--- config.mk ---
export PLATFORM = sky130hd
export DESIGN_NAME = sliding_window_3x3_flat
export DESIGN_NICKNAME = d
export VERILOG_FILES = /design/src/rtl/sliding_window_3x3_if.sv /design/src/rtl/sliding_window_3x3.sv /design/src/flat_wrapper.sv
export SDC_FILE = /design/constraint.sdc
export NUM_CORES = 1
export LEC_CHECK = 0
export CAP_MARGIN = 25
export CORE_MARGIN = 2
export CORE_UTILIZATION = 45
export DETAILED_ROUTE_END_ITERATION = 16
export PLACE_DENSITY = 0.6
export REMOVE_ABC_BUFFERS = 1
export SLEW_MARGIN = 20
export SYNTH_ARGS = -nofsm -noshare
export SYNTH_HDL_FRONTEND = slang
export SYNTH_SLANG_ARGS = --single-unit
--- constraint.sdc ---
create_clock -name clk -period 4.65 [get_ports clk]
set_input_delay 0.6975 -clock clk [delete_from_list [all_inputs] [get_ports clk]]
set_output_delay 0.6975 -clock clk [all_outputs]
set_load 0.01 [all_outputs]
--- src/rtl/sliding_window_3x3_if.sv ---
// Pixel-stream in, 3x3 window out. The master is the pixel source and window consumer.
// The slave is the window generator.
interface sliding_window_3x3_if;
    logic       pix_valid;
    logic [7:0] pix_in;
    logic       sof;
    logic       win_valid;
    logic [7:0] sw_pixels1;
    logic [7:0] sw_pixels2;
    logic [7:0] sw_pixels3;
    logic [7:0] sw_pixels4;
    logic [7:0] sw_pixels5;
    logic [7:0] sw_pixels6;
    logic [7:0] sw_pixels7;
    logic [7:0] sw_pixels8;
    logic [7:0] sw_pixels9;
    logic       frame_done;

    modport master (
        output pix_valid, pix_in, sof,
        input  win_valid, frame_done,
        input  sw_pixels1, sw_pixels2, sw_pixels3,
        input  sw_pixels4, sw_pixels5, sw_pixels6,
        input  sw_pixels7, sw_pixels8, sw_pixels9
    );

    modport slave (
        input  pix_valid, pix_in, sof,
        output win_valid, frame_done,
        output sw_pixels1, sw_pixels2, sw_pixels3,
        output sw_pixels4, sw_pixels5, sw_pixels6,
        output sw_pixels7, sw_pixels8, sw_pixels9
    );
endinterface

--- src/rtl/sliding_window_3x3.sv ---
// Raster pixel stream to 3x3 neighbourhood, using two line buffers and a register window.
// Only windows that lie fully inside the frame are flagged valid. The window is updated one clock after its newest pixel.
module sliding_window_3x3 #(
    parameter int IMG_WIDTH  = 64,
    parameter int IMG_HEIGHT = 64
) (
    input  logic                 clk,
    input  logic                 rst,
    sliding_window_3x3_if.slave  win_if
);
    localparam int CW = $clog2(IMG_WIDTH);
    localparam int RW = $clog2(IMG_HEIGHT);
    localparam logic [CW-1:0] COL_LAST = CW'(IMG_WIDTH - 1);
    localparam logic [RW-1:0] ROW_LAST = RW'(IMG_HEIGHT - 1);

    typedef enum logic {WAIT_SOF, ACTIVE} state_e;

    state_e        state_q, state_d;
    logic [CW-1:0] col_q, col_d, cur_col;
    logic [RW-1:0] row_q, row_d, cur_row;
    logic          win_valid_q, win_valid_d;
    logic          frame_done_q, frame_done_d;
    logic          accept, col_last, row_last;
    logic [7:0]    lb_a_rd, lb_b_rd;

    logic [7:0] win_q [9];
    logic [7:0] lb_a_q [IMG_WIDTH];
    logic [7:0] lb_b_q [IMG_WIDTH];

    // A sof pixel is always pixel (0,0), even when it arrives in the middle of a frame.
    always_comb begin
        // NOTE: every signal assigned here gets a default first, so no latch is inferred.
        state_d      = state_q;
        col_d        = col_q;
        row_d        = row_q;
        accept       = win_if.pix_valid && (win_if.sof || state_q == ACTIVE);
        cur_col      = win_if.sof ? '0 : col_q;
        cur_row      = win_if.sof ? '0 : row_q;
        col_last     = (cur_col == COL_LAST);
        row_last     = (cur_row == ROW_LAST);
        lb_a_rd      = lb_a_q[cur_col];
        lb_b_rd      = lb_b_q[cur_col];
        win_valid_d  = accept && (cur_row >= RW'(2)) && (cur_col >= CW'(2));
        frame_done_d = accept && col_last && row_last;

        if (accept) begin
            state_d = ACTIVE;
            if (!col_last) begin
                col_d = cur_col + CW'(1);
                row_d = cur_row;
            end else begin
                col_d = '0;
                if (row_last) begin
                    row_d   = '0;
                    state_d = WAIT_SOF;
                end else begin
                    row_d = cur_row + RW'(1);
                end
            end
        end
    end

    // NOTE: sequential state uses non-blocking assignments so every register samples pre-edge values.
    always_ff @(posedge clk) begin
        if (rst) begin
            state_q      <= WAIT_SOF;
            col_q        <= '0;
            row_q        <= '0;
            win_valid_q  <= 1'b0;
            frame_done_q <= 1'b0;
            for (int i = 0; i < 9; i++) win_q[i] <= '0;
        end else begin
            state_q      <= state_d;
            col_q        <= col_d;
            row_q        <= row_d;
            win_valid_q  <= win_valid_d;
            frame_done_q <= frame_done_d;
            if (accept) begin
                win_q[0] <= win_q[1];
                win_q[1] <= win_q[2];
                win_q[2] <= lb_b_rd;
                win_q[3] <= win_q[4];
                win_q[4] <= win_q[5];
                win_q[5] <= lb_a_rd;
                win_q[6] <= win_q[7];
                win_q[7] <= win_q[8];
                win_q[8] <= win_if.pix_in;
            end
        end
    end

    // NOTE: the line buffers have no reset. Stale contents never reach a window that is flagged valid.
    always_ff @(posedge clk) begin
        if (accept) begin
            lb_b_q[cur_col] <= lb_a_rd;
            lb_a_q[cur_col] <= win_if.pix_in;
        end
    end

    assign win_if.win_valid  = win_valid_q;
    assign win_if.frame_done = frame_done_q;
    assign win_if.sw_pixels1 = win_q[0];
    assign win_if.sw_pixels2 = win_q[1];
    assign win_if.sw_pixels3 = win_q[2];
    assign win_if.sw_pixels4 = win_q[3];
    assign win_if.sw_pixels5 = win_q[4];
    assign win_if.sw_pixels6 = win_q[5];
    assign win_if.sw_pixels7 = win_q[6];
    assign win_if.sw_pixels8 = win_q[7];
    assign win_if.sw_pixels9 = win_q[8];
endmodule

--- src/flat_wrapper.sv ---
// flat-port wrapper written by rule: the top's interface ports become plain ports
module sliding_window_3x3_flat 
#(
    parameter int IMG_WIDTH  = 64,
    parameter int IMG_HEIGHT = 64
)
  (clk, rst, win_if_pix_valid, win_if_pix_in, win_if_sof, win_if_win_valid, win_if_frame_done, win_if_sw_pixels1, win_if_sw_pixels2, win_if_sw_pixels3, win_if_sw_pixels4, win_if_sw_pixels5, win_if_sw_pixels6, win_if_sw_pixels7, win_if_sw_pixels8, win_if_sw_pixels9);
  sliding_window_3x3_if win_if_i ();
  input  logic clk;
  input  logic rst;
  input wire logic [$bits(win_if_i.pix_valid)-1:0] win_if_pix_valid;
  input wire logic [$bits(win_if_i.pix_in)-1:0] win_if_pix_in;
  input wire logic [$bits(win_if_i.sof)-1:0] win_if_sof;
  output wire logic [$bits(win_if_i.win_valid)-1:0] win_if_win_valid;
  output wire logic [$bits(win_if_i.frame_done)-1:0] win_if_frame_done;
  output wire logic [$bits(win_if_i.sw_pixels1)-1:0] win_if_sw_pixels1;
  output wire logic [$bits(win_if_i.sw_pixels2)-1:0] win_if_sw_pixels2;
  output wire logic [$bits(win_if_i.sw_pixels3)-1:0] win_if_sw_pixels3;
  output wire logic [$bits(win_if_i.sw_pixels4)-1:0] win_if_sw_pixels4;
  output wire logic [$bits(win_if_i.sw_pixels5)-1:0] win_if_sw_pixels5;
  output wire logic [$bits(win_if_i.sw_pixels6)-1:0] win_if_sw_pixels6;
  output wire logic [$bits(win_if_i.sw_pixels7)-1:0] win_if_sw_pixels7;
  output wire logic [$bits(win_if_i.sw_pixels8)-1:0] win_if_sw_pixels8;
  output wire logic [$bits(win_if_i.sw_pixels9)-1:0] win_if_sw_pixels9;
  assign win_if_i.pix_valid = win_if_pix_valid;
  assign win_if_i.pix_in = win_if_pix_in;
  assign win_if_i.sof = win_if_sof;
  assign win_if_win_valid = win_if_i.win_valid;
  assign win_if_frame_done = win_if_i.frame_done;
  assign win_if_sw_pixels1 = win_if_i.sw_pixels1;
  assign win_if_sw_pixels2 = win_if_i.sw_pixels2;
  assign win_if_sw_pixels3 = win_if_i.sw_pixels3;
  assign win_if_sw_pixels4 = win_if_i.sw_pixels4;
  assign win_if_sw_pixels5 = win_if_i.sw_pixels5;
  assign win_if_sw_pixels6 = win_if_i.sw_pixels6;
  assign win_if_sw_pixels7 = win_if_i.sw_pixels7;
  assign win_if_sw_pixels8 = win_if_i.sw_pixels8;
  assign win_if_sw_pixels9 = win_if_i.sw_pixels9;
  sliding_window_3x3 #(.IMG_WIDTH(IMG_WIDTH), .IMG_HEIGHT(IMG_HEIGHT)) u_core (.clk(clk), .rst(rst), .win_if(win_if_i));
endmodule
==> summary.txt <==
Floorplan
  • Die H: 316 um
  • Die area: 0.100 mm^2
  • Starting Density: 0.454
  • I/O pin count: 86
  • Rows: 114
  • Core area: 0.0966 mm^2
  • Chip width: between 300 and 400 um

Setup path
  • Crit-path leading delay family: compound AO/OA/AOI/OAI gates
  • Crit end category: flop
  • Startpoint Class: flop
  • Crit path DAT: 4700 ps
  • Critical path class: flop to flop
  • Worst Path Buf+Inv: 2
  • Worst path slowest cell: dfxtp_4
  • CP dominant cell by count: buf_12
  • Crit path cell chain: buf_12 > mux2i_1 > o2bb2ai_1 > a2111oi_0 > o221ai_1 > or4_4 > buf_12
  • Worst Path Max Fanout: 34
  • Critical Path RT: 5050 ps
  • Largest stage delay on the critical path: 870 ps

CTS
  • Hold Buf Count CTS: 0
  • CTS Buf Count: 110
  • Clk slew on worst S/H paths: 60 ps
  • Number of H-tree levels: 3
  • Post-CTS setup buffer count: 0
  • Clock Path Buffers: 3
  • Post_cts resized: 0
  • CTS root buffer: clkbuf_16
  • CTS tree: done
  • CTS sink count: 1111
  • Worst-skew pair later-pin latency: approximately 700 ps

Layout
  • Fillers: about 7600
  • Area grow syn2layout: 16.2%
  • Fin cells: 4252
  • Nets: 2903
  • Layout cell share with drive strength beyond 1: 0.177
  • Final Util: 0.527
  • Finished Cell Area: 0.0509 mm^2

STA
  • Worst-margin pin slew: roughly 1200 ps
  • Tcrit/Tclk final: 0.924
  • Final setup viols: 0
  • Unrepaired setup endpoints after global routing: false
  • Min cycle time layout: 4300 ps
  • Max Slew Vio Count: 0
  • Slew headroom: 0.207
  • Clock Skew: 36.4 ps
  • Setup ws final: 354 ps
  • F_max: 233 MHz
  • Final hold violations: 0
  • Hold WS: 524 ps

Power and ir drop
  • Max VDD drop: 0.297 mV
  • Leakage: 16.2 nW
  • Cell Pwr Density: just over 400 mW/mm^2

Placement
  • Post-DP Area: between 0.04 and 0.05 mm^2
  • Placed Instances: 4050
  • IO buf count: 85
  • RePlAce Congestion: 0.986
  • Pre-CTS WS: 265 ps
  • Post-DP HPWL: between 90000 and 100000 um

Synthesis
  • EDFF count, synth: 1096
  • Synth Cell Area: 0.0439 mm^2
  • Yosys reg bits: 1111
  • Synth top cells by count: edfxtp_1 (1096), mux2i_1 (215), nor2_1 (122)
  • Yosys cell types: 90
  • Ys Warns: 0
  • Synth top area share: 0.750
  • Most common flop cell mapped by yosys: edfxtp_1
  • Syn Inst Count: between 2000 and 3000
  • Synth top area cells: edfxtp_1 (75%), mux2i_1 (4.9%), a21oi_1 (1.3%), mux2_2 (1.3%), o22ai_1 (1.1%)
  • FFs w/ async S/R, synth: 0
  • Register area share after synthesis: 0.757
  • Syn_area_per_cell: 16.7 um^2
  • Count leader, synth: edfxtp_1
  • Dominant cell type by area after synthesis: edfxtp_1

Job
  • Number of max-cap violations: 0

Routing
  • DRT Pass-1 Iters: 5
  • # DRC: 0
  • Antenna-violating nets left: 0
  • Routed len/inst: 34.5 um
  • Vias per cell: 6.46
  • Final wirelength: 147000 um
  • 1st-iter DRT viols: 4538
  • Via Count: 27500

GRT
  • GRT overflow: 0
  • Vias in the first global route: around 26000
  • Initial antenna violation count: 6
  • Largest net degree at the start of global routing: 71
  • GRT Util Overall: 0.292
  • First-pass GRT wire length: 204000 um

Outcome
  • Status: complete, no violations

Worst hold path
  • Worst Hold Class: flop to flop
==> kinds of logic (layout without fill, tap and decap cells) <==
group                    count (synthesis)  count (layout)  synth area share
multiplexers                           278             278            0.0673
AO/OA/AOI/OAI                          607             607            0.0965
flip-flops                            1111            1111             0.757
AND/OR/NAND/NOR                        441             441            0.0549
adder cells (fa/ha/maj)                  4               4           0.00114
buffers and inverters                  188             534            0.0229
other                                    0               1                 0
==> tightest hold or removal path, cell delays in order (launching register included) <==
cell	delay (ps)
dfxtp_1	320
nor2_1	100
a211oi_1	50
==> area by class of cell <==
type | instances | area, um^2 | share of cell area
clock buffers | 134 | 2890 | 0.0566
repair buffers | 325 | 2860 | 0.0562
clock inverters | 66 | 562 | 0.0110
diodes | 1 | 2.50 | 0.0000491
flip-flops and latches | 1111 | 33200 | 0.652
multi-input cells | 1330 | 9770 | 0.192
well taps | 1276 | 1600 | 0.0313
inverters | 9 | 33.8 | 0.000663
==> worst paths after layout <==
kind,start,endpoint,slack [ps],depth (start not counted)
max,u_core.col_q[0],u_core.lb_b_q[33][5],350,7
min,u_core.state_q,u_core.state_q,520,2
max reg2reg,u_core.col_q[0],u_core.lb_b_q[33][5],350,7
min reg2reg,u_core.state_q,u_core.state_q,520,2
==> layout by cell type (no fill, tap or decap), types with 8 or more instances in the layout <==
cell type        synthesis  layout
nand2_1                 87      87
a221oi_1                45      45
a211oi_1                23      21
a221o_1                 10      10
mux2_2                  51      51
nor3_1                  14      10
clkinv_2                 0      20
clkbuf_16                0     112
nand2b_1                10       9
a222oi_1                10      10
buf_2                   42       8
o21a_1                   9       9
a2111oi_0                9       8
dfxtp_1                 15      12
clkinv_1                 1      23
o22ai_1                 76      76
nand3b_1                29      29
a31oi_1                 18      18
mux4_2                   8       8
and3b_1                 11      11
buf_4                   33     220
nor2b_1                 18      11
a22o_1                  11      11
mux2i_1                215     215
o22a_1                  11      11
edfxtp_1              1096    1096
clkdlybuf4s50_1          0      76
and2_1                  67      67
or3b_2                   7       9
a21oi_1                116     116
bufinv_16                0       8
a22oi_1                 60      60
o221ai_1                21      21
nor2_1                 122     118
o2bb2ai_1               20      20
o21ai_0                 85      84
clkbuf_1                82      22
a32oi_1                 21      21
buf_12                   0      20
nand3_1                 19      16
==> state kept, by name (all words and copies together) (netlist names) <==
register,flops
u_core.col_q,6
u_core.lb_a_q,512
u_core.win_if.win_valid,1
u_core.row_q,6
u_core.state_q,1
u_core.win_q,72
u_core.lb_b_q,512
u_core.win_if.frame_done,1
==> metrics by stage <==
step	TNS [ps]	total power, mW
after floorplan	-9644520	11.9
after global placement	0	12.5
after detailed placement	0	12.5
after CTS	0	21.0
after global routing	0	21.4
final	0	20.9
==> routing by layer <==
| layer | global-route usage | up-vias | routed length (um) |
|---|---|---|---|
| li1 | - | 11100 | - |
| met1 | 0.411 | 14000 | 57200 |
| met2 | 0.429 | 1980 | 63400 |
| met3 | 0.0741 | 369 | 18100 |
| met4 | 0.136 | 8 | 7710 |
| met5 | 0 | - | 52 |
==> where the power goes <==
group	internal, mW	total (mW)	switching (mW)
Sequential	11.1	11.2	0.0452
Combinational	0.365	1.16	0.792
Clock	4.85	8.60	3.76
Total	16.3	20.9	4.59
No activity file was read; power rests on OpenSTA's default activity.
